File: src/rtl/onchip_ram_arbiter.sv
// Two-master round-robin arbiter in front of a single-port on-chip RAM.
// Each master gets one latched access at a time; completions are counted per master.
module onchip_ram_arbiter #(
    parameter int unsigned ADDR_W  = 14,
    parameter int unsigned DATA_W  = 32,
    parameter int unsigned BE_W    = DATA_W / 8,
    parameter logic [15:0] CNT_MAX = 16'hFFFF
) (
    input  logic              clk,
    input  logic              reset_n,
    input  logic [ADDR_W-1:0] m0_address,
    input  logic [BE_W-1:0]   m0_byteenable,
    input  logic              m0_read,
    input  logic              m0_write,
    input  logic [DATA_W-1:0] m0_writedata,
    output logic [DATA_W-1:0] m0_readdata,
    output logic              m0_waitrequest,
    output logic [15:0]       m0_count,
    input  logic [ADDR_W-1:0] m1_address,
    input  logic [BE_W-1:0]   m1_byteenable,
    input  logic              m1_read,
    input  logic              m1_write,
    input  logic [DATA_W-1:0] m1_writedata,
    output logic [DATA_W-1:0] m1_readdata,
    output logic              m1_waitrequest,
    output logic [15:0]       m1_count,
    output logic [ADDR_W-1:0] ram_address,
    output logic [BE_W-1:0]   ram_byteenable,
    output logic              ram_chipselect,
    output logic              ram_write,
    output logic [DATA_W-1:0] ram_writedata,
    output logic              ram_clken,
    output logic              ram_reset_req,
    input  logic [DATA_W-1:0] ram_readdata
);

    typedef enum logic [1:0] {IDLE, ACCESS, READ_DATA} state_t;

    state_t              state, state_next;
    logic                owner, owner_next;
    logic                prio, prio_next;
    logic                cmd_write, cmd_write_next;
    logic [ADDR_W-1:0]   addr, addr_next;
    logic [BE_W-1:0]     be, be_next;
    logic [DATA_W-1:0]   wdata, wdata_next;
    logic [15:0]         count0, count0_next;
    logic [15:0]         count1, count1_next;
    logic                req0, req1, grant, done;

    always_ff @(posedge clk) begin
        if (!reset_n) begin
            state     <= IDLE;
            owner     <= 1'b0;
            prio      <= 1'b0;
            cmd_write <= 1'b0;
            addr      <= '0;
            be        <= '0;
            wdata     <= '0;
            count0    <= '0;
            count1    <= '0;
        end else begin
            state     <= state_next;
            owner     <= owner_next;
            prio      <= prio_next;
            cmd_write <= cmd_write_next;
            addr      <= addr_next;
            be        <= be_next;
            wdata     <= wdata_next;
            count0    <= count0_next;
            count1    <= count1_next;
        end
    end

    always_comb begin
        state_next     = state;
        owner_next     = owner;
        prio_next      = prio;
        cmd_write_next = cmd_write;
        addr_next      = addr;
        be_next        = be;
        wdata_next     = wdata;
        count0_next    = count0;
        count1_next    = count1;
        done           = 1'b0;
        req0           = m0_read | m0_write;
        req1           = m1_read | m1_write;
        // prio names the master that wins a tie: the one not served last
        grant          = req1 & (~req0 | prio);

        unique case (state)
            IDLE: begin
                if (req0 || req1) begin
                    owner_next     = grant;
                    cmd_write_next = grant ? m1_write      : m0_write;
                    addr_next      = grant ? m1_address    : m0_address;
                    be_next        = grant ? m1_byteenable : m0_byteenable;
                    wdata_next     = grant ? m1_writedata  : m0_writedata;
                    state_next     = ACCESS;
                end
            end
            ACCESS: begin
                if (cmd_write) begin
                    done       = 1'b1;
                    state_next = IDLE;
                end else begin
                    state_next = READ_DATA;
                end
            end
            READ_DATA: begin
                done       = 1'b1;
                state_next = IDLE;
            end
            default: state_next = IDLE;
        endcase

        if (done) begin
            prio_next = ~owner;
            if (owner) begin
                if (count1 != CNT_MAX) count1_next = count1 + 16'd1;
            end else begin
                if (count0 != CNT_MAX) count0_next = count0 + 16'd1;
            end
        end
    end

    logic complete;
    assign complete = ((state == ACCESS) && cmd_write) || (state == READ_DATA);

    assign ram_address    = addr;
    assign ram_byteenable = be;
    assign ram_writedata  = wdata;
    assign ram_chipselect = (state == ACCESS);
    assign ram_write      = (state == ACCESS) && cmd_write;
    assign ram_clken      = 1'b1;
    assign ram_reset_req  = ~reset_n;

    assign m0_waitrequest = ~(complete && !owner);
    assign m1_waitrequest = ~(complete && owner);
    assign m0_readdata    = (state == READ_DATA && !owner) ? ram_readdata : '0;
    assign m1_readdata    = (state == READ_DATA && owner)  ? ram_readdata : '0;
    assign m0_count       = count0;
    assign m1_count       = count1;

endmodule

File: config.mk
export PLATFORM = sky130hd
export DESIGN_NAME = onchip_ram_arbiter
export DESIGN_NICKNAME = d
export VERILOG_FILES = /design/src/rtl/onchip_ram_arbiter.sv
export SDC_FILE = /design/constraint.sdc
export NUM_CORES = 1
export LEC_CHECK = 0
export ABC_AREA = 1
export CORE_AREA = 2 2 113 115
export DETAILED_ROUTE_END_ITERATION = 10
export DIE_AREA = 0 0 115 117
export DONT_BUFFER_PORTS = 1
export GPL_ROUTABILITY_DRIVEN = 1
export SYNTH_ARGS = -nofsm -noshare
export SYNTH_HDL_FRONTEND = slang
export SYNTH_SLANG_ARGS = --single-unit
File: constraint.sdc
create_clock -name clk -period 3.8 [get_ports clk]
set_clock_uncertainty 0.05 [all_clocks]
set_input_delay 0.76 -clock clk [delete_from_list [all_inputs] [get_ports clk]]
set_output_delay 0.76 -clock clk [all_outputs]
set_load 0.01 [all_outputs]
==> metrics.cfg <==
[sta]
finalMaxSlewViolations=0
period_share_pct=73.5
fmax_ghz=0.358
hold_viol=0
rsz0062_at_grt=no
relSlewSlack_pct=34.3
layout_min_cycle_time_ps=2790
setup_violations=0
setup_tns_ps=0
tightestPinTransition_ps=983

[global_route]
grt_max_degree=63
grt-ovfl-total=0
first_global_vias=3976
grt_use_total_pct=19.9
grt_antenna_before_repair=0
grt_first_pass_wirelength_mm=20.7

[detailed_routing]
ant_nets=0
vias_per_cell=4.93
wire_per_inst_um=14.1
drt_iter0_markers=308
post-route-drc-count=0
firstDrtPassIters=5
vias=4936
wirelength_mm=14.1

[layout]
drive_gt1_share_pct=5.16
area_growth_pct=3.97
fillCellCount=1306
nets=992
multi_input_area_sq_um=2740
register_area_sq_um=1740
diodes=0

[synthesis]
syn_inst=873
ys_async_sr_fraction_pct=0
synth_top_cell_by_area=dfxtp_1
ys_top_cells_by_area=dfxtp_1 (33%), nor2_1 (17%), nand2_1 (17%)
netlist_area_sq_um=5200
synth_edf_count=0
yosysMostFrequentCell=nor2_1
avgSynthCellArea_sq_um=5.96
yosys_most_used_dff=dfxtp_1
synth_seq_cells=87
synth_nets=1017
synth_top_area_share_pct=33.5
synth_common_cells=nor2_1 (241), nand2_1 (239), inv_1 (106)
ys_seq_area_share_pct=33.5
ys.warnings.count=0
synth.distinct_cells=35

[worst_setup_path]
r2r_slack_ps=1920
crit_type=register to primary output
cp.required_ps=2990
critPathCaptureType=primary output
cp-start-kind=register
crit_fanout=32
crit_arrival_ps=1980

[clocking]
cts_root_buf=clkbuf_16
htree_levels=3
cts_buffers=9
clockBufferDepth=2
postCtsHoldBufs=0
cts_tree=done
clock_sinks=87
post_cts_buffers=0
cts_resized=0
clkLatencyLatePin_ps=340
clk_pin_slew_ps=60

[pwr]
combPwrFrac_pct=17.8
netSwitchingPower_w=0.000754
clkPwrFrac_pct=34.9
swShare_pct=32.1
p_int_w=0.00160
pwr-share-seq_pct=47.3
powerDensity_nw_per_um2=435
vdd_drop_max_mv=0.206
p_leak_nw=2.80
power_w=0.00235

[outcome]
status=finished, final reports clean

[placed_design]
io_buffers=0
place.gp.congestion=0.823
place.detailed.hpwl_mm=10.6

[floorplanning]
io_pins=290
rows=41
dieWidth_um=115
start_util_pct=42.2
die_area_sq_um=13500
die_height_um=117
coreArea_sq_um=12300

[hold_path]
hold_path.class=register to register

[flow_run]
cap_violations=0

-- worst paths after layout --
check                            from                        to  depth (start not counted)
max             state[0]$_SDFFE_PN0P_           m0_readdata[20]                          4
min                 prio$_SDFFE_PN0N_         prio$_SDFFE_PN0N_                          2
max reg2reg  m0_count[0]$_SDFFE_PN0P_  m0_count[4]$_SDFFE_PN0P_                          7
min reg2reg         prio$_SDFFE_PN0N_         prio$_SDFFE_PN0N_                          2
-- sequential cells by signal (all words and copies together) (netlist names) --
name,flops
prio,1
cmd_write,1
ram_address,14
m0_count,16
state,2
owner,1
m1_count,16
ram_byteenable,4
ram_writedata,32
-- area by class of cell --
cell class / count / share of cell area [%]
repair buffers: 4 / 0.787
flip-flops and latches: 87 / 32.2
well taps: 150 / 3.47
clock inverters: 5 / 0.602
multi-input cells: 634 / 50.6
inverters: 112 / 7.87
clock buffers: 10 / 4.42
-- layer usage --
metal / track usage [%] / wire length [um] / vias to the layer above
li1: - / - / 2581
met1: 26.8 / 6300 / 2135
met2: 28.5 / 6140 / 199
met3: 6.95 / 1320 / 21
met4: 9.08 / 341 / 0
met5: 0 / 0 / -
-- per-stage QoR --
stage	setup slack, ps	instance area (sq um)	util, %	cells	hold WS (ps)
5_1_grt	689	5410	43.9	1002	466
3_3_place_gp	1400	5140	41.7	987	432
6_report	1010	5410	43.9	1002	445
4_1_cts	1000	5410	43.9	1002	444
3_5_place_dp	1380	5140	41.7	987	433
2_1_floorplan	1830	5200	-	873	394
-- layout by cell type, fill, tap and decap left out, drive strengths merged --
cell    synthesis  layout
clkinv          1       5
xnor2           1       1
or2             2       2
conb            1       1
dfxtp          87      87
ha              6       6
o21bai          1       1
clkbuf         13      10
buf            27       4
nand2         245     245
nand4           9       9
inv           111     112
nand3b          3       3
o21ai          10      10
o211ai          1       1
nand3          78      78
a31oi           3       3
nor2          249     249
a21oi          23      23
xor2            2       2
-- power by group through the flow --
stage	combinational [W]	clock, W	sequential [W]
after global placement	0.000421	0	0.00114
after floorplan	0.000397	0	0.00110
after detailed placement	0.000426	0	0.00113
after global routing	0.000496	0.000884	0.00112
final	0.000419	0.000820	0.00111
after CTS	0.000425	0.000851	0.00111
-- cells by family (layout without fill, tap and decap cells) --
logic type | Yosys count | in the layout | share of synthesized area [%]
fa+ha+maj | 6 | 6 | 1.44
flops | 87 | 87 | 33.5
other cells | 1 | 1 | 0.0721
buf+inv | 152 | 131 | 13.9
compound gates | 38 | 38 | 4.04
xor+xnor | 3 | 3 | 0.505
simple gates | 586 | 586 | 46.6
-- critical path: stages, from the launching register on --
cell,delay (ps)
dfxtp_1,330
inv_1,80
ha_1,200
nand2_1,570
nor2_1,450
No activity file was read; power rests on OpenSTA's default activity.
